File: src/rtl/data_pack_pkg.sv
// ---------------------------------------------------------------------------
// data_pack_pkg
// Shared USB link definitions: bag-type encodings, sync bytes, the fill FSM
// state encoding and the checksum helper. Used by the payload stage, the USB
// core and the collect-side controller so every block agrees on the framing.
// ---------------------------------------------------------------------------
package data_pack_pkg;

    // Sync bytes that open every bag; they are excluded from the checksum.
    localparam logic [7:0] SYNC0 = 8'h55;
    localparam logic [7:0] SYNC1 = 8'hAA;

    // Bag-type encodings carried in the low nibble of header byte 2.
    localparam logic [3:0] BAG_DTEMP = 4'b1010;
    localparam logic [3:0] BAG_DATA0 = 4'b1101;
    localparam logic [3:0] BAG_DATA1 = 4'b1110;

    // Fill FSM states.
    typedef enum logic [2:0] {
        ST_IDLE   = 3'd0,
        ST_HEAD   = 3'd1,
        ST_WAIT   = 3'd2,
        ST_DATA_H = 3'd3,
        ST_DATA_L = 3'd4,
        ST_SUM    = 3'd5,
        ST_DONE   = 3'd6
    } state_e;

    // Only the two DATA types carry an ADC sample block.
    function automatic logic is_data_bag(input logic [3:0] btype);
        return (btype == BAG_DATA0) || (btype == BAG_DATA1);
    endfunction

    // Running checksum: byte-wise XOR.
    function automatic logic [7:0] csum_step(input logic [7:0] acc,
                                             input logic [7:0] data);
        return acc ^ data;
    endfunction

endpackage

File: src/rtl/data_pack.sv
// ---------------------------------------------------------------------------
// data_pack
// Upstream payload stage of the USB link. On a fill request it writes one
// complete bag into the USB transmit RAM (sync/type/sequence header, an
// optional block of NUM 16-bit ADC samples, XOR checksum) and then raises
// fd_fill until the controller drops fs_fill.
//
// Ports
//   clk        system clock, rising edge
//   rst        asynchronous active-low reset
//   fs_fill    fill request (held until fd_fill is seen)
//   fill_btype bag type, captured when the request starts
//   fd_fill    fill done, held until fs_fill falls
//   fill_len   bytes written in the finished bag (valid with fd_fill)
//   adc_data   sample word
//   adc_valid  sample available
//   adc_ready  sample accepted on a rising edge with adc_valid
//   ram_txa    RAM write address (BASE + offset, wraps at 4096)
//   ram_txd    RAM write data
//   ram_txen   RAM write strobe, one byte per high cycle
//
// Every output is a register. The state register names the cycle in which
// its byte is visible on the RAM port, so each transition also registers
// the write (or idle strobe) belonging to the state being entered.
// ---------------------------------------------------------------------------
module data_pack
    import data_pack_pkg::*;
#(
    parameter logic [11:0] NUM  = 12'h040,
    parameter logic [11:0] BASE = 12'h000
) (
    input  logic        clk,
    input  logic        rst,
    input  logic        fs_fill,
    input  logic [3:0]  fill_btype,
    output logic        fd_fill,
    output logic [11:0] fill_len,
    input  logic [15:0] adc_data,
    input  logic        adc_valid,
    output logic        adc_ready,
    output logic [11:0] ram_txa,
    output logic [7:0]  ram_txd,
    output logic        ram_txen
);

    state_e      state_q;
    logic [3:0]  btype_q;
    logic [7:0]  seq_q;
    logic [7:0]  csum_q;
    logic [11:0] cnt_q;
    logic [11:0] nbytes_q;
    logic [15:0] sample_q;
    logic [1:0]  hidx_q;

    logic        fd_fill_q;
    logic [11:0] fill_len_q;
    logic        adc_ready_q;
    logic [11:0] ram_txa_q;
    logic [7:0]  ram_txd_q;
    logic        ram_txen_q;

    logic [7:0]  hdr_next_s;
    logic [11:0] wr_addr_s;

    // Address of the next byte to be written; 12-bit add wraps modulo 4096.
    assign wr_addr_s = BASE + nbytes_q;

    // Header byte that follows the one currently presented (hidx_q).
    always_comb begin
        hdr_next_s = 8'h00;
        case (hidx_q)
            2'd0:    hdr_next_s = SYNC1;
            2'd1:    hdr_next_s = {4'h0, btype_q};
            2'd2:    hdr_next_s = seq_q;
            default: hdr_next_s = seq_q;
        endcase
    end

    // Fill FSM with its counters, checksum accumulator and registered outputs.
    always_ff @(posedge clk or negedge rst) begin
        if (!rst) begin
            state_q     <= ST_IDLE;
            btype_q     <= 4'h0;
            seq_q       <= 8'h00;
            csum_q      <= 8'h00;
            cnt_q       <= 12'h000;
            nbytes_q    <= 12'h000;
            sample_q    <= 16'h0000;
            hidx_q      <= 2'd0;
            fd_fill_q   <= 1'b0;
            fill_len_q  <= 12'h000;
            adc_ready_q <= 1'b0;
            ram_txa_q   <= 12'h000;
            ram_txd_q   <= 8'h00;
            ram_txen_q  <= 1'b0;
        end else begin
            case (state_q)
                ST_IDLE: begin
                    ram_txen_q  <= 1'b0;
                    adc_ready_q <= 1'b0;
                    if (fs_fill) begin
                        // First header byte goes out on the very next cycle.
                        btype_q    <= fill_btype;
                        csum_q     <= 8'h00;
                        cnt_q      <= 12'h000;
                        hidx_q     <= 2'd0;
                        ram_txen_q <= 1'b1;
                        ram_txa_q  <= BASE;
                        ram_txd_q  <= SYNC0;
                        nbytes_q   <= 12'd1;
                        state_q    <= ST_HEAD;
                    end else begin
                        state_q <= ST_IDLE;
                    end
                end

                ST_HEAD: begin
                    if (!fs_fill) begin
                        state_q     <= ST_IDLE;
                        ram_txen_q  <= 1'b0;
                        adc_ready_q <= 1'b0;
                    end else if (hidx_q != 2'd3) begin
                        ram_txen_q <= 1'b1;
                        ram_txa_q  <= wr_addr_s;
                        ram_txd_q  <= hdr_next_s;
                        nbytes_q   <= nbytes_q + 12'd1;
                        hidx_q     <= hidx_q + 2'd1;
                        // Bytes 2 and 3 enter the checksum; the sync pair does not.
                        if (hidx_q != 2'd0) begin
                            csum_q <= csum_step(csum_q, hdr_next_s);
                        end else begin
                            csum_q <= csum_q;
                        end
                    end else if (is_data_bag(btype_q)) begin
                        ram_txen_q  <= 1'b0;
                        adc_ready_q <= 1'b1;
                        state_q     <= ST_WAIT;
                    end else begin
                        ram_txen_q <= 1'b1;
                        ram_txa_q  <= wr_addr_s;
                        ram_txd_q  <= csum_q;
                        nbytes_q   <= nbytes_q + 12'd1;
                        state_q    <= ST_SUM;
                    end
                end

                ST_WAIT: begin
                    if (!fs_fill) begin
                        state_q     <= ST_IDLE;
                        ram_txen_q  <= 1'b0;
                        adc_ready_q <= 1'b0;
                    end else if (adc_valid && adc_ready_q) begin
                        sample_q    <= adc_data;
                        adc_ready_q <= 1'b0;
                        ram_txen_q  <= 1'b1;
                        ram_txa_q   <= wr_addr_s;
                        ram_txd_q   <= adc_data[15:8];
                        nbytes_q    <= nbytes_q + 12'd1;
                        csum_q      <= csum_step(csum_q, adc_data[15:8]);
                        state_q     <= ST_DATA_H;
                    end else begin
                        ram_txen_q <= 1'b0;
                    end
                end

                ST_DATA_H: begin
                    if (!fs_fill) begin
                        state_q     <= ST_IDLE;
                        ram_txen_q  <= 1'b0;
                        adc_ready_q <= 1'b0;
                    end else begin
                        ram_txen_q <= 1'b1;
                        ram_txa_q  <= wr_addr_s;
                        ram_txd_q  <= sample_q[7:0];
                        nbytes_q   <= nbytes_q + 12'd1;
                        csum_q     <= csum_step(csum_q, sample_q[7:0]);
                        state_q    <= ST_DATA_L;
                    end
                end

                ST_DATA_L: begin
                    if (!fs_fill) begin
                        state_q     <= ST_IDLE;
                        ram_txen_q  <= 1'b0;
                        adc_ready_q <= 1'b0;
                    end else begin
                        cnt_q <= cnt_q + 12'd1;
                        if ((cnt_q + 12'd1) == NUM) begin
                            // csum_q already holds the low byte just presented.
                            ram_txen_q <= 1'b1;
                            ram_txa_q  <= wr_addr_s;
                            ram_txd_q  <= csum_q;
                            nbytes_q   <= nbytes_q + 12'd1;
                            state_q    <= ST_SUM;
                        end else begin
                            ram_txen_q  <= 1'b0;
                            adc_ready_q <= 1'b1;
                            state_q     <= ST_WAIT;
                        end
                    end
                end

                ST_SUM: begin
                    ram_txen_q <= 1'b0;
                    if (!fs_fill) begin
                        state_q     <= ST_IDLE;
                        adc_ready_q <= 1'b0;
                    end else begin
                        fd_fill_q  <= 1'b1;
                        fill_len_q <= nbytes_q;
                        seq_q      <= seq_q + 8'd1;
                        state_q    <= ST_DONE;
                    end
                end

                ST_DONE: begin
                    ram_txen_q  <= 1'b0;
                    adc_ready_q <= 1'b0;
                    if (!fs_fill) begin
                        fd_fill_q <= 1'b0;
                        state_q   <= ST_IDLE;
                    end else begin
                        fd_fill_q <= 1'b1;
                    end
                end

                default: begin
                    state_q     <= ST_IDLE;
                    fd_fill_q   <= 1'b0;
                    ram_txen_q  <= 1'b0;
                    adc_ready_q <= 1'b0;
                end
            endcase
        end
    end

    assign fd_fill   = fd_fill_q;
    assign fill_len  = fill_len_q;
    assign adc_ready = adc_ready_q;
    assign ram_txa   = ram_txa_q;
    assign ram_txd   = ram_txd_q;
    assign ram_txen  = ram_txen_q;

endmodule

File: config.mk
export PLATFORM = sky130hd
export DESIGN_NAME = data_pack
export DESIGN_NICKNAME = d
export VERILOG_FILES = /design/src/rtl/data_pack_pkg.sv /design/src/rtl/data_pack.sv
export SDC_FILE = /design/constraint.sdc
export NUM_CORES = 1
export LEC_CHECK = 0
export CAP_MARGIN = 20
export CORE_ASPECT_RATIO = 0.8
export CORE_MARGIN = 1.5
export CORE_UTILIZATION = 25
export CTS_CLUSTER_SIZE = 24
export DETAILED_ROUTE_END_ITERATION = 8
export PLACE_DENSITY_LB_ADDON = 0.15
export SLEW_MARGIN = 30
export SYNTH_ARGS = -nofsm -noshare
export SYNTH_HDL_FRONTEND = slang
export SYNTH_SLANG_ARGS = --single-unit
File: constraint.sdc
create_clock -name clk -period 2.3 [get_ports clk]
set_input_delay 0.46 -clock clk [delete_from_list [all_inputs] [get_ports clk]]
set_output_delay 0.46 -clock clk [all_outputs]
set_load 0.02 [all_outputs]
==> Word-level counts from Yosys, hierarchy flattened <==
Cells that the tools add are included.
W data, S select, Z words.
{ "word_totals": {"output_inout_bits": 35, "wordCells": 149, "regBits": 92} }
{ "classes": {"n_reduce_logical": 22, "eq_ne": 28, "bitwise": 4, "n_mux": 77, "addsub": 4} }
{ "op_table": {"columns": ["op", "n"], "rows": [
  ["$mux W12", 19],
  ["$mux W8", 16],
  ["$pmux W12 S5", 2],
  ["$pmux W8 S5", 1],
  ["$pmux W8 S4", 1],
  ["$mux W3", 10],
  ["$ne A2 B2 Y1 const B", 13],
  ["$add A12 B1 Y12 const B", 2],
  ["$pmux W12 S2", 1],
  ["$xor A8 B8 Y8", 3],
  ["$pmux W3 S7", 1],
  ["$mux W1", 18],
  ["$pmux W8 S2", 1],
  ["$ne A3 B3 Y1 const B", 5],
  ["$eq A12 B7 Y1 const B", 1],
  ["$eq A3 B3 Y1 const B", 3],
  ["$reduce_and A3 Y1", 3],
  ["$reduce_and A9 Y1", 1],
  ["$add A8 B1 Y8 const B", 1],
  ["$eq A4 B4 Y1 const B", 2],
  ["$pmux W1 S4", 2],
  ["$reduce_and A8 Y1", 1],
  ["$eq A3 B2 Y1 const B", 2],
  ["$mux W2", 3],
  ["other kinds (18)", 23]
]} }

==> Longest topological paths before layout <==
Gate-level depths: netlist (run 1).
{ "logic_depth": {"word_depth": 7, "mapped_depth": 9} }

==> Least setup slack after synthesis (run 1) <==
No wires, ideal clock.
{ "synth_path": {"path_kind": "register -> register", "startpoint": "register cnt_q[0]", "endpoint": "register ram_txd_q[5], in the netlist ram_txd[5]", "period_less_slack_ps": 2426, "stages_incl_launch_ff": 10, "slack_ps": -126, "setup_time_ps": 125, "t_arrival_ps": 2301, "n_path_buf": 2, "cell_sequence": "dfrtp_1 -> ha_1 -> nand3_2 -> or4_1 -> o2111a_2 -> a41oi_2 -> or2_1 -> buf_6 -> buf_8 -> mux2_4"} }
{ "synth_between": {"elab_chain_len": 4} }
{ "synth_lines": {"columns": ["element", "line_no", "text"], "rows": [
  ["start: declaration", "data_pack.sv:50", "logic [11:0] cnt_q;"],
  ["start signal: assignment", "data_pack.sv:187", "cnt_q <= cnt_q + 12'd1;"],
  ["$add A12 B1 Y12", "data_pack.sv:188", "if ((cnt_q + 12'd1) == NUM) begin"],
  ["$eq A12 B7 Y1", "data_pack.sv:188", null],
  ["$ne A2 B2 Y1 (no source line)", null, null],
  ["$reduce_and A9 Y1 (no source line)", null, null],
  ["end signal: assignment", "data_pack.sv:157", "ram_txd_q <= adc_data[15:8];"],
  ["end signal: assignment", "data_pack.sv:174", "ram_txd_q <= sample_q[7:0];"],
  ["end signal: assignment", "data_pack.sv:192", "ram_txd_q <= csum_q;"],
  ["end: declaration", "data_pack.sv:59", "logic [7:0] ram_txd_q;"]
]} }
No other way between the ends.
A chain may end at the register's enable or synchronous reset.

==> Final worst setup path (run 1) <==
{ "layout_path": {"startpoint": "register cnt_q[0]", "endpoint": "register ram_txd_q[1], in the netlist ram_txd[1]"} }
The elaborated chain is that of the path after synthesis.

==> results of run 1 <==
cell type report:
class                      instances  area [um2]  area share
sequential                        92        2310       0.317
multi-input combinational        451        3040       0.417
tap                              269         337      0.0463
clock inverter                     7        58.8     0.00808
timing repair buffer             133        1260       0.173
clock buffer                       9         225      0.0309
inverter                          13        48.8     0.00671
routing by layer:
metal / vias up / part of all wire
li1: 2366 / -
met1: 2494 / 0.52
met2: 114 / 0.43
met4: 0 / 0.011
met5: - / 0
met3: 16 / 0.041
worst max-delay path, stage by stage (launching register included):
cell and delay (ns):
dfrtp_2 0.41, ha_4 0.18, nand3_4 0.07, or4_4 0.48, o2111a_2 0.18, a41oi_4 0.26, or2_4 0.19, buf_12 0.14
mux2_4 0.30
repair_timing:
item / in CTS / in global routing
pin swaps: 8 / 30
gates cloned: 0 / 1
gates resized for setup: 12 / 38
endpoints found under the setup margin: 22 / 28
buffers inserted: 1 / 5
cell usage after synthesis (3+ instances only):
cell / instances / area (um2)
dfrtp_1: 92 / 2300
nand2_1: 81 / 304
nor2_1: 53 / 199
nand3_1: 51 / 255
o21ai_0: 42 / 210
clkbuf_1: 30 / 113
a21oi_1: 24 / 120
mux2_2: 20 / 225
a22oi_1: 14 / 105
or4_1: 14 / 105
inv_1: 12 / 45.0
mux2i_1: 12 / 120
xor2_1: 11 / 96.3
nand4_1: 10 / 62.6
o31ai_1: 10 / 75.1
a31oi_1: 9 / 56.3
o22ai_1: 8 / 50.1
ha_1: 7 / 87.6
nand2b_1: 7 / 43.8
or3_1: 7 / 43.8
xnor2_1: 7 / 61.3
buf_2: 6 / 30.0
o41ai_2: 6 / 97.6
nor2b_1: 5 / 31.3
a211oi_1: 4 / 30.0
and3_1: 4 / 25.0
o21a_1: 4 / 30.0
or2_2: 4 / 25.0
a211o_1: 3 / 26.3
buf_1: 3 / 11.3
nor3_1: 3 / 15.0
registers in the layout (all words and copies together) (netlist names):
name,cells
cnt_q,12
ram_txd,8
nbytes_q,12
state_q,3
adc_ready,1
ram_txen,1
fd_fill,1
btype_q,4
csum_q,8
seq_q,8
ram_txa,12
hidx_q,2
fill_len,12
sample_q,8
through the flow:
step | hold WS (ns) | instance area, um2 | setup TNS (ns) | setup WS, ns | util
after floorplan | 0.164 | 5360 | 0 | 0.00564 | -
after global placement | 0.425 | 6670 | -3.11 | -0.191 | 0.320
after detailed placement | 0.437 | 6670 | -3.67 | -0.202 | 0.320
after CTS | 0.0457 | 7010 | -0.158 | -0.0268 | 0.337
after global routing | 0.0647 | 7280 | -2.28 | -0.126 | 0.350
final | 0.0342 | 7280 | -0.0832 | -0.0195 | 0.350
worst min path at each step:
stage                        to  cells past startpoint  from  slack, ns
floorplan             adc_ready                      0   rst       0.16
global placement       seq_q[3]                      1   rst       0.42
detailed placement     seq_q[5]                      1   rst       0.44
CTS                 sample_q[7]                      1   rst       0.05
global route         ram_txd[4]                      1   rst       0.06
finish               ram_txd[4]                      1   rst       0.03
power by group through the flow:
| stage | logic, uW | registers, uW | clock network, uW |
|---|---|---|---|
| 3_5_place_dp | 3910 | 2430 | 0 |
| 6_report | 4120 | 2400 | 1500 |
| 2_1_floorplan | 2260 | 2480 | 0 |
| 5_1_grt | 4500 | 2470 | 1620 |
| 4_1_cts | 4030 | 2400 | 1550 |
| 3_3_place_gp | 3840 | 2420 | 0 |
kinds of logic after synthesis:
logic type                 synth area share
DFF                                   0.432
buffers and inverters                0.0453
muxes                                0.0676
xor gates and xnor gates             0.0296
AOI/OAI and AO/OA                     0.180
adders and majority gates            0.0164
and+or+nand+nor                       0.230
==> impl_results.md, run 1 <==
* Status: finished, violations left
* Violated checks: DRC, setup timing
* P&R area growth vs syn at 36.4%
* Final Slew Violations at 0
* Synth Net Count at between 600 and 700
* Core ar. at 0.0208 mm2
* Critical Path Start Type: register
* Clock Power Share at 0.187
* # clock sinks at 92
* Setup ws final at -0.0195 ns
* Antenna violations before repair at 0
* Arrival time at the worst endpoint at between 2 and 3 ns
* Root buf cell: clkbuf_16
* CP endpoint: ram_txd[1]
* Die area at 0.0222 mm2
* Average size of a mapped cell at 8.90 um2
* Total Wirelength at 16600 um
* Met2 Use GR at 0.234
* Internal power at 4570 uW
* Routability Congestion at 0.790
* Maximum VDD drop at 0.420 mV
* Vias/cell at about 5.1
* DRT Pass-1 Iters at 8
* Dpl cells at around 950
* Cells after Synth at 599
* Non-Filler Instances at 974
* RSZ-0062 raised after global routing: yes
* Worst-case reg-to-reg path depth at 8
* Ys flop type: dfrtp_1
* Minimum clock period at 2.32 ns
* WL per Instance at 17.0 um
* Seq/Total Area, Yosys at 0.432
* Most common cell after layout, fill and taps aside: dfrtp_1
* Die W at around 170 um
* Synth Register Bits at 92
* Io pins at 59
* Chip height at 134 um
* PwrDens at 1100 mW/mm2
* Max cap viols at 0
* Least-Margin Pin Slew at between 0.4 and 0.5 ns
* CTS tree: built
* # DRC at 1
* Static Leak at 0.00321 uW
* H-tree depth at 3
* Worst Setup SP: cnt_q[0]
* Most frequent cells in the layout: dfrtp_1, nand2_1, buf_4
* Share of layout cells above drive strength 1 at 0.228
* Critical Path RT at 2.55 ns
* Largest net degree at the start of global routing at 41
* Met3 Use GR at 0.0300
* Gr busiest metal: met2
* Slew headroom at 0.684
* Total GRT Usage at 0.153
* Cts hold-fix bufs at 0
* Synth unique cells at 59
* Cts bufs inserted at 9
* EDFF count, synth at 0
* Tot Pwr at between 8000 and 9000 uW
* Layout Nets at 731
* Worst Path Max Fanout at 8
* Critical path class: register to register
* Logic pwr share at 0.514
* Fin crit share at 1.01
* Worst-Skew Late Latency at between 0.3 and 0.4 ns
* Vias in the first global route at 5050
* Final hold vios at 0
* Synthesized area at ~0.0053 mm2
* Global route overflow at 0
* Fill count at around 2200
* Reg-to-reg setup timing slack at -0.02 ns
* Row cnt at 47
* R2R Path Start: cnt_q[0]
* Seq pwr share at 0.299
* Clock tree buffer depth at 2
* Buffers on Ports at 58
* Switching share of power at 0.430
* Post-DP HPWL at 11500 um
* Initial Util at 0.256
* Global-route wire length before repair at ~27000 um
* R2r endpoint: ram_txd[1]
* Worst setup EP type: register
* Yosys Warn Count at 0
* FMAX at between 0.4 and 0.5 GHz
* Fin Clk Skew at 0.0117 ns
* Via Count at 4990
* Worst min-delay path category: input port to asynchronous set/reset pin
* Final setup fails at 7
* Starting DRC count in detailed routing at 330
* Async set or reset register ratio after synthesis at 1.00
* Clk pin slew, worst setup/hold paths at 0.08 ns
* Post-DRT Antenna Nets at 0
* GR Layer Usage met1 at 0.218
* # diodes at 0
* Switching power at 3450 uW
Power figures use the tool's default switching activity.
==> run 2: changes to the inputs <==
--- a/config.mk
+++ b/config.mk
@@ -13,4 +13,5 @@
 export DETAILED_ROUTE_END_ITERATION = 8
 export PLACE_DENSITY_LB_ADDON = 0.15
+export SKIP_CTS_REPAIR_TIMING = 1
 export SLEW_MARGIN = 30
 export SYNTH_ARGS = -nofsm -noshare
==> constraint.sdc (replaced) <==
create_clock -name clk -period 2.3 [get_ports clk]
set_input_delay 0.46 -clock clk [delete_from_list [all_inputs] [get_ports clk]]
set_output_delay 0.46 -clock clk [all_outputs]
set_load 0.1 [all_outputs]
==> impl_results.md, run 2 (synthesis gave the netlist of run 1 again) <==
* Critical Path Start Type: register (unchanged)
* Starting DRC count in detailed routing at 356 (was 330)
* Worst min-delay path category: input port to asynchronous set/reset pin (unchanged)
* Chip height at 134 um (unchanged)
* Vias/cell at 5.01 (was 5.12)
* Post-DP HPWL at 11400 um (was 11500 um)
* Die W at 166 um (unchanged)
* Crit path max-delay cell type: or4_4 (unchanged)
* Cell count along the critical path at 7 (was 8)
* Cell family with most CP delay: simple AND/OR/NAND/NOR gates (unchanged)
* Slew headroom at 0.690 (was 0.684)
* # clock sinks at 92 (unchanged)
* Fin Hold WS at 0.0794 ns (was 0.0342 ns)
* Worst-case reg-to-reg path depth at 7 (was 8)
* Final hold vios at 0 (unchanged)
* Worst path cell trace: ha_4 -> or4_4 -> o21ai_4 -> a41oi_2 -> or2_4 -> buf_12 -> mux2_4 (was ha_4 -> nand3_4 -> or4_4 -> o2111a_2 -> a41oi_4 -> or2_4 -> buf_12 -> mux2_4)
* WL per Instance at 17.0 um (about the same)
* Most frequent cells in the layout: buf_4, dfrtp_1, nand2_1 (was dfrtp_1, nand2_1, buf_4)
* Violated checks: DRC, setup timing (unchanged)
* Critical Path RT at 2.55 ns (about the same)
* Vias in the first global route at 4950 (was 5050)
* Die area at 0.0222 mm2 (unchanged)
* Most common cell after layout, fill and taps aside: buf_4 (was dfrtp_1)
* P&R area growth vs syn at 35.4% (was 36.4%)
* Row cnt at 47 (unchanged)
* Critical path class: register to register (unchanged)
* Initial Util at 0.256 (unchanged)
* Cts bufs inserted at 9 (unchanged)
* Setup ws final at -0.0195 ns (about the same)
* H-tree depth at 3 (unchanged)
* Minimum clock period at 2.32 ns (about the same)
* Total Wirelength at 16700 um (was 16600 um)
* Fin Clk Skew at 0.0128 ns (was 0.0117 ns)
* Worst Setup SP: cnt_q[0] (unchanged)
* CTS tree: built (unchanged)
* Worst-Skew Late Latency at 0.36 ns (about the same)
* Layout Nets at 736 (was 731)
* Clk pin slew, worst setup/hold paths at 0.07 ns (was 0.08 ns)
* DRT Pass-1 Iters at 7 (was 8)
* Global route overflow at 0 (unchanged)
* Tot Pwr at 8980 uW (was 8020 uW)
* Post-DRT Antenna Nets at 0 (unchanged)
* Least-Margin Pin Slew at 0.466 ns (was 0.474 ns)
* Share of layout cells above drive strength 1 at 0.283 (was 0.228)
* Fin crit share at 1.01 (about the same)
* Worst setup EP type: register (unchanged)
* Total GRT Usage at 0.152 (was 0.153)
* PwrDens at 1240 mW/mm2 (was 1100 mW/mm2)
* Buffers on Ports at 58 (unchanged)
* Slowest Stage Delay on Critical Path at 0.54 ns (was 0.48 ns)
* Core ar. at 0.0208 mm2 (unchanged)
* Largest net degree at the start of global routing at 54 (was 41)
* Final setup fails at 11 (was 7)
* Via Count at 4905 (was 4990)
* Io pins at 59 (unchanged)
* Global-route wire length before repair at 26600 um (was 26700 um)
* WP buf/inv at 1 (unchanged)
* Reg-to-reg setup timing slack at -0.02 ns (about the same)
* Static Leak at 0.00330 uW (was 0.00321 uW)
* Status: finished, violations left (unchanged)
* # DRC at 2 (was 1)
* Arrival time at the worst endpoint at 2.56 ns (was 2.57 ns)
* Worst Path Max Fanout at 5 (was 8)
* Maximum VDD drop at 0.967 mV (was 0.420 mV)
* RSZ-0062 raised after global routing: yes (unchanged)
* CP endpoint: ram_txd[0] (was ram_txd[1])
* Root buf cell: clkbuf_16 (unchanged)
* R2r endpoint: ram_txd[0] (was ram_txd[1])
* Clock tree buffer depth at 2 (unchanged)
* R2R Path Start: cnt_q[0] (unchanged)
* Final Slew Violations at 0 (unchanged)
* Dpl cells at 953 (was 951)
* Routability Congestion at 0.841 (was 0.790)
* Max cap viols at 0 (unchanged)
* Antenna violations before repair at 0 (unchanged)
* Non-Filler Instances at 979 (was 974)
* FMAX at 0.431 GHz (about the same)
-- run 2: cell types whose count changed in the layout (fill, tap and decap cells not counted), sizes merged --
| cell | change |
|---|---|
| inv | -4 |
| clkdlybuf4s50 | -35 |
| diode | +1 |
| buf | +38 |
| clkbuf | +5 |
| clkinvlp | -1 |
| bufinv | +1 |
-- run 2: layout make-up --
type,count,area (um2)
antenna,1,2.50
clock buffer,12,246
clock inverter,3,47.5
fill,2186,13600
inverter,13,48.8
multi-input combinational,451,2990
sequential,92,2310
tap,269,337
timing repair buffer,138,1240
-- run 2: metrics by stage --
stage	area, um2	util	worst slack [ns]	TNS, ns
6_report	7220	0.347	-0.0195	-0.134
5_1_grt	7220	0.347	-0.124	-1.79
4_1_cts	6900	0.331	-0.140	-2.61
3_5_place_dp	6610	0.317	-0.210	-4.14
3_3_place_gp	6610	0.317	-0.203	-3.55
2_1_floorplan	5360	-	0.00529	0
-- run 2: routing by layer --
layer / wire length, um / vias to the layer above / global-route usage
met3: 634 / 15 / 0.0279
met1: 8580 / 2419 / 0.218
li1: - / 2366 / -
met2: 7230 / 105 / 0.233
met4: 216 / 0 / 0.0414
met5: 0 / - / 0
-- run 2: worst min path at each step --
stage / end / slack [ns] / depth (start not counted) / start
after floorplan: adc_ready / 0.16 / 0 / rst
after global placement: fill_len[11] / 0.46 / 2 / fill_len[11]
after detailed placement: fill_len[11] / 0.46 / 2 / fill_len[11]
after CTS: cnt_q[4] / 0.09 / 2 / rst
after global routing: seq_q[0] / 0.10 / 2 / rst
final: cnt_q[4] / 0.08 / 2 / rst
-- run 2: power breakdown --
group	internal [uW]	leakage, uW	switching, uW
logic	1840	0.00194	3220
clock network	872	0.000143	667
registers	2010	0.00122	372
total	4720	0.00330	4260
-- run 2: worst reg2reg max path, delay by kind of cell, from the launching register on --
family | cells | cell delay, ns
adders and majority gates | 1 | 0.19
AOI/OAI and AO/OA | 2 | 0.28
DFF | 1 | 0.44
muxes | 1 | 0.30
buffers and inverters | 1 | 0.15
and+or+nand+nor | 2 | 0.85
==> run 3: changes to the inputs <==
CORE_MARGIN = 4   (was 1.5)
PLACE_DENSITY = 0.46   (was unset)
PLACE_DENSITY_LB_ADDON = unset   (was 0.15)
==> impl_results.md, run 3 (synthesis gave the netlist of run 1 again) <==
* Core ar. at 0.0208 mm2 (unchanged)
* # clock sinks at 92 (unchanged)
* Worst-Skew Late Latency at 0.35 ns (was 0.36 ns)
* Switching power at 4200 uW (was 4260 uW)
* Critical Path RT at 2.54 ns (was 2.55 ns)
* Layout Nets at 723 (was 736)
* Status: finished, violations left (unchanged)
* Io pins at 59 (unchanged)
* Post-DP HPWL at 11300 um (was 11400 um)
* Worst path cell trace: ha_4 -> or4_4 -> o21ai_2 -> a41oi_2 -> or2_4 -> clkbuf_16 -> o41ai_2 (was ha_4 -> or4_4 -> o21ai_4 -> a41oi_2 -> or2_4 -> buf_12 -> mux2_4)
* DRT Pass-1 Iters at 4 (was 7)
* Setup ws final at -0.0336 ns (was -0.0195 ns)
* Gr busiest metal: met2 (unchanged)
* Share of layout cells above drive strength 1 at 0.263 (was 0.283)
* Final Slew Violations at 0 (unchanged)
* Antenna violations before repair at 0 (unchanged)
* Clock tree buffer depth at 2 (unchanged)
* Met3 Use GR at 0.0294 (was 0.0279)
* Switching share of power at 0.484 (was 0.474)
* R2r endpoint: nbytes_q[9] (was ram_txd[0])
* Root buf cell: clkbuf_16 (unchanged)
* Final hold vios at 0 (unchanged)
* Worst Path Max Fanout at 8 (was 5)
* Final setup fails at 1 (was 11)
* Fin crit share at 1.01 (about the same)
* Slew headroom at 0.699 (was 0.690)
* GR Layer Usage met1 at 0.183 (was 0.218)
* Via Count at 4896 (was 4905)
* Vias in the first global route at 4761 (was 4950)
* Final core occ at 0.339 (was 0.347)
* Maximum VDD drop at 0.921 mV (was 0.967 mV)
* Post-DRT Antenna Nets at 0 (unchanged)
* Die W at 171 um (was 166 um)
* FMAX at 0.429 GHz (was 0.431 GHz)
* Logic pwr share at 0.558 (was 0.563)
* Minimum clock period at 2.33 ns (was 2.32 ns)
* Global route overflow at 0 (unchanged)
* Cts bufs inserted at 9 (unchanged)
* Tot Pwr at 8680 uW (was 8980 uW)
* Register area at 0.00231 mm2 (about the same)
* Fin Clk Skew at 0.00980 ns (was 0.0128 ns)
* Global-route wire length before repair at 25300 um (was 26600 um)
* Clock Power Share at 0.162 (was 0.171)
* Seq pwr share at 0.279 (was 0.266)
* P&R area growth vs syn at 32.3% (was 35.4%)
* Least-Margin Pin Slew at 0.452 ns (was 0.466 ns)
* CTS tree: built (unchanged)
* H-tree depth at 3 (unchanged)
* Starting DRC count in detailed routing at 273 (was 356)
* Fill count at 2178 (was 2186)
* Vias/cell at 5.07 (was 5.01)
* Initial Util at 0.256 (unchanged)
* RSZ-0062 raised after global routing: yes (unchanged)
* Row cnt at 47 (unchanged)
* Cell family with most CP delay: simple AND/OR/NAND/NOR gates (unchanged)
* Most frequent cells in the layout: buf_4, dfrtp_1, nand2_1 (unchanged)
* Reg-to-reg setup timing slack at -0.03 ns (was -0.02 ns)
* Slowest Stage Delay on Critical Path at 0.53 ns (was 0.54 ns)
* Worst min-delay path category: input port to asynchronous set/reset pin (unchanged)
* Multi-input gate area at 0.00297 mm2 (was 0.00299 mm2)
* Violated checks: setup timing (was DRC, setup timing)
* Dpl cells at 939 (was 953)
* Max cap viols at 0 (unchanged)
* Buffers on Ports at 58 (unchanged)
* Clk pin slew, worst setup/hold paths at 0.07 ns (about the same)
* Non-Filler Instances at 965 (was 979)
* Most common cell after layout, fill and taps aside: buf_4 (unchanged)
* Internal power at 4480 uW (was 4720 uW)
* Total GRT Usage at 0.132 (was 0.152)
* WP buf/inv at 1 (unchanged)
* Critical path class: register to register (unchanged)
* Routability Congestion at 0.806 (was 0.841)
* Chip height at 139 um (was 134 um)
* Placement Setup Slack at -0.145 ns (was -0.210 ns)
* Arrival time at the worst endpoint at 2.58 ns (was 2.56 ns)
* # DRC at 0 (was 2)
* Fin Hold WS at 0.0317 ns (was 0.0794 ns)
* Static Leak at 0.00323 uW (was 0.00330 uW)
* Worst-case reg-to-reg path depth at 7 (unchanged)
* Met2 Use GR at 0.206 (was 0.233)
* Worst setup EP type: register (unchanged)
* Die area at 0.0238 mm2 (was 0.0222 mm2)
* Largest net degree at the start of global routing at 45 (was 54)
* Critical Path Start Type: register (unchanged)
* PwrDens at 1230 mW/mm2 (was 1240 mW/mm2)
* Total Wirelength at 16200 um (was 16700 um)
* Crit path max-delay cell type: or4_4 (unchanged)
* R2R Path Start: cnt_q[0] (unchanged)
* # diodes at 0 (was 1)
* WL per Instance at 16.8 um (was 17.0 um)
-- run 3: final cells by class --
type	instances	area share
well taps	269	0.0477
clock inverters	4	0.00372
multi-input cells	451	0.420
inverters	13	0.00692
repair buffers	125	0.160
flip-flops and latches	92	0.327
clock buffers	11	0.0344
-- run 3: per-stage QoR --
stage,instance area (um2),TNS [ns]
6_report,7060,-0.0336
5_1_grt,7060,-1.78
4_1_cts,6760,-0.843
3_5_place_dp,6490,-1.40
3_3_place_gp,6490,-1.50
2_1_floorplan,5360,0
-- run 3: power groups by stage --
stage | Sequential, uW | Combinational (uW) | Clock [uW]
finish | 2430 | 4840 | 1410
global route | 2490 | 5210 | 1520
CTS | 2420 | 4640 | 1480
detailed placement | 2450 | 4620 | 0
floorplan | 3350 | 2260 | 0
global placement | 2440 | 4560 | 0
-- run 3: how the worst max path moves through the flow --
| stage | startpoint | to | slack (ns) | cells past startpoint |
|---|---|---|---|---|
| floorplan | cnt_q[0] | ram_txd[5] | 0.005 | 8 |
| global placement | fs_fill | nbytes_q[6] | -0.16 | 7 |
| detailed placement | fs_fill | nbytes_q[7] | -0.14 | 8 |
| CTS | cnt_q[1] | ram_txa[0] | -0.09 | 10 |
| global route | cnt_q[7] | nbytes_q[9] | -0.15 | 7 |
| finish | cnt_q[0] | nbytes_q[9] | -0.03 | 7 |
-- run 3: layer usage --
metal / vias up / part of all wire
met5: - / 0
met4: 0 / 0.013
met3: 19 / 0.050
met2: 150 / 0.47
met1: 2381 / 0.47
li1: 2346 / -
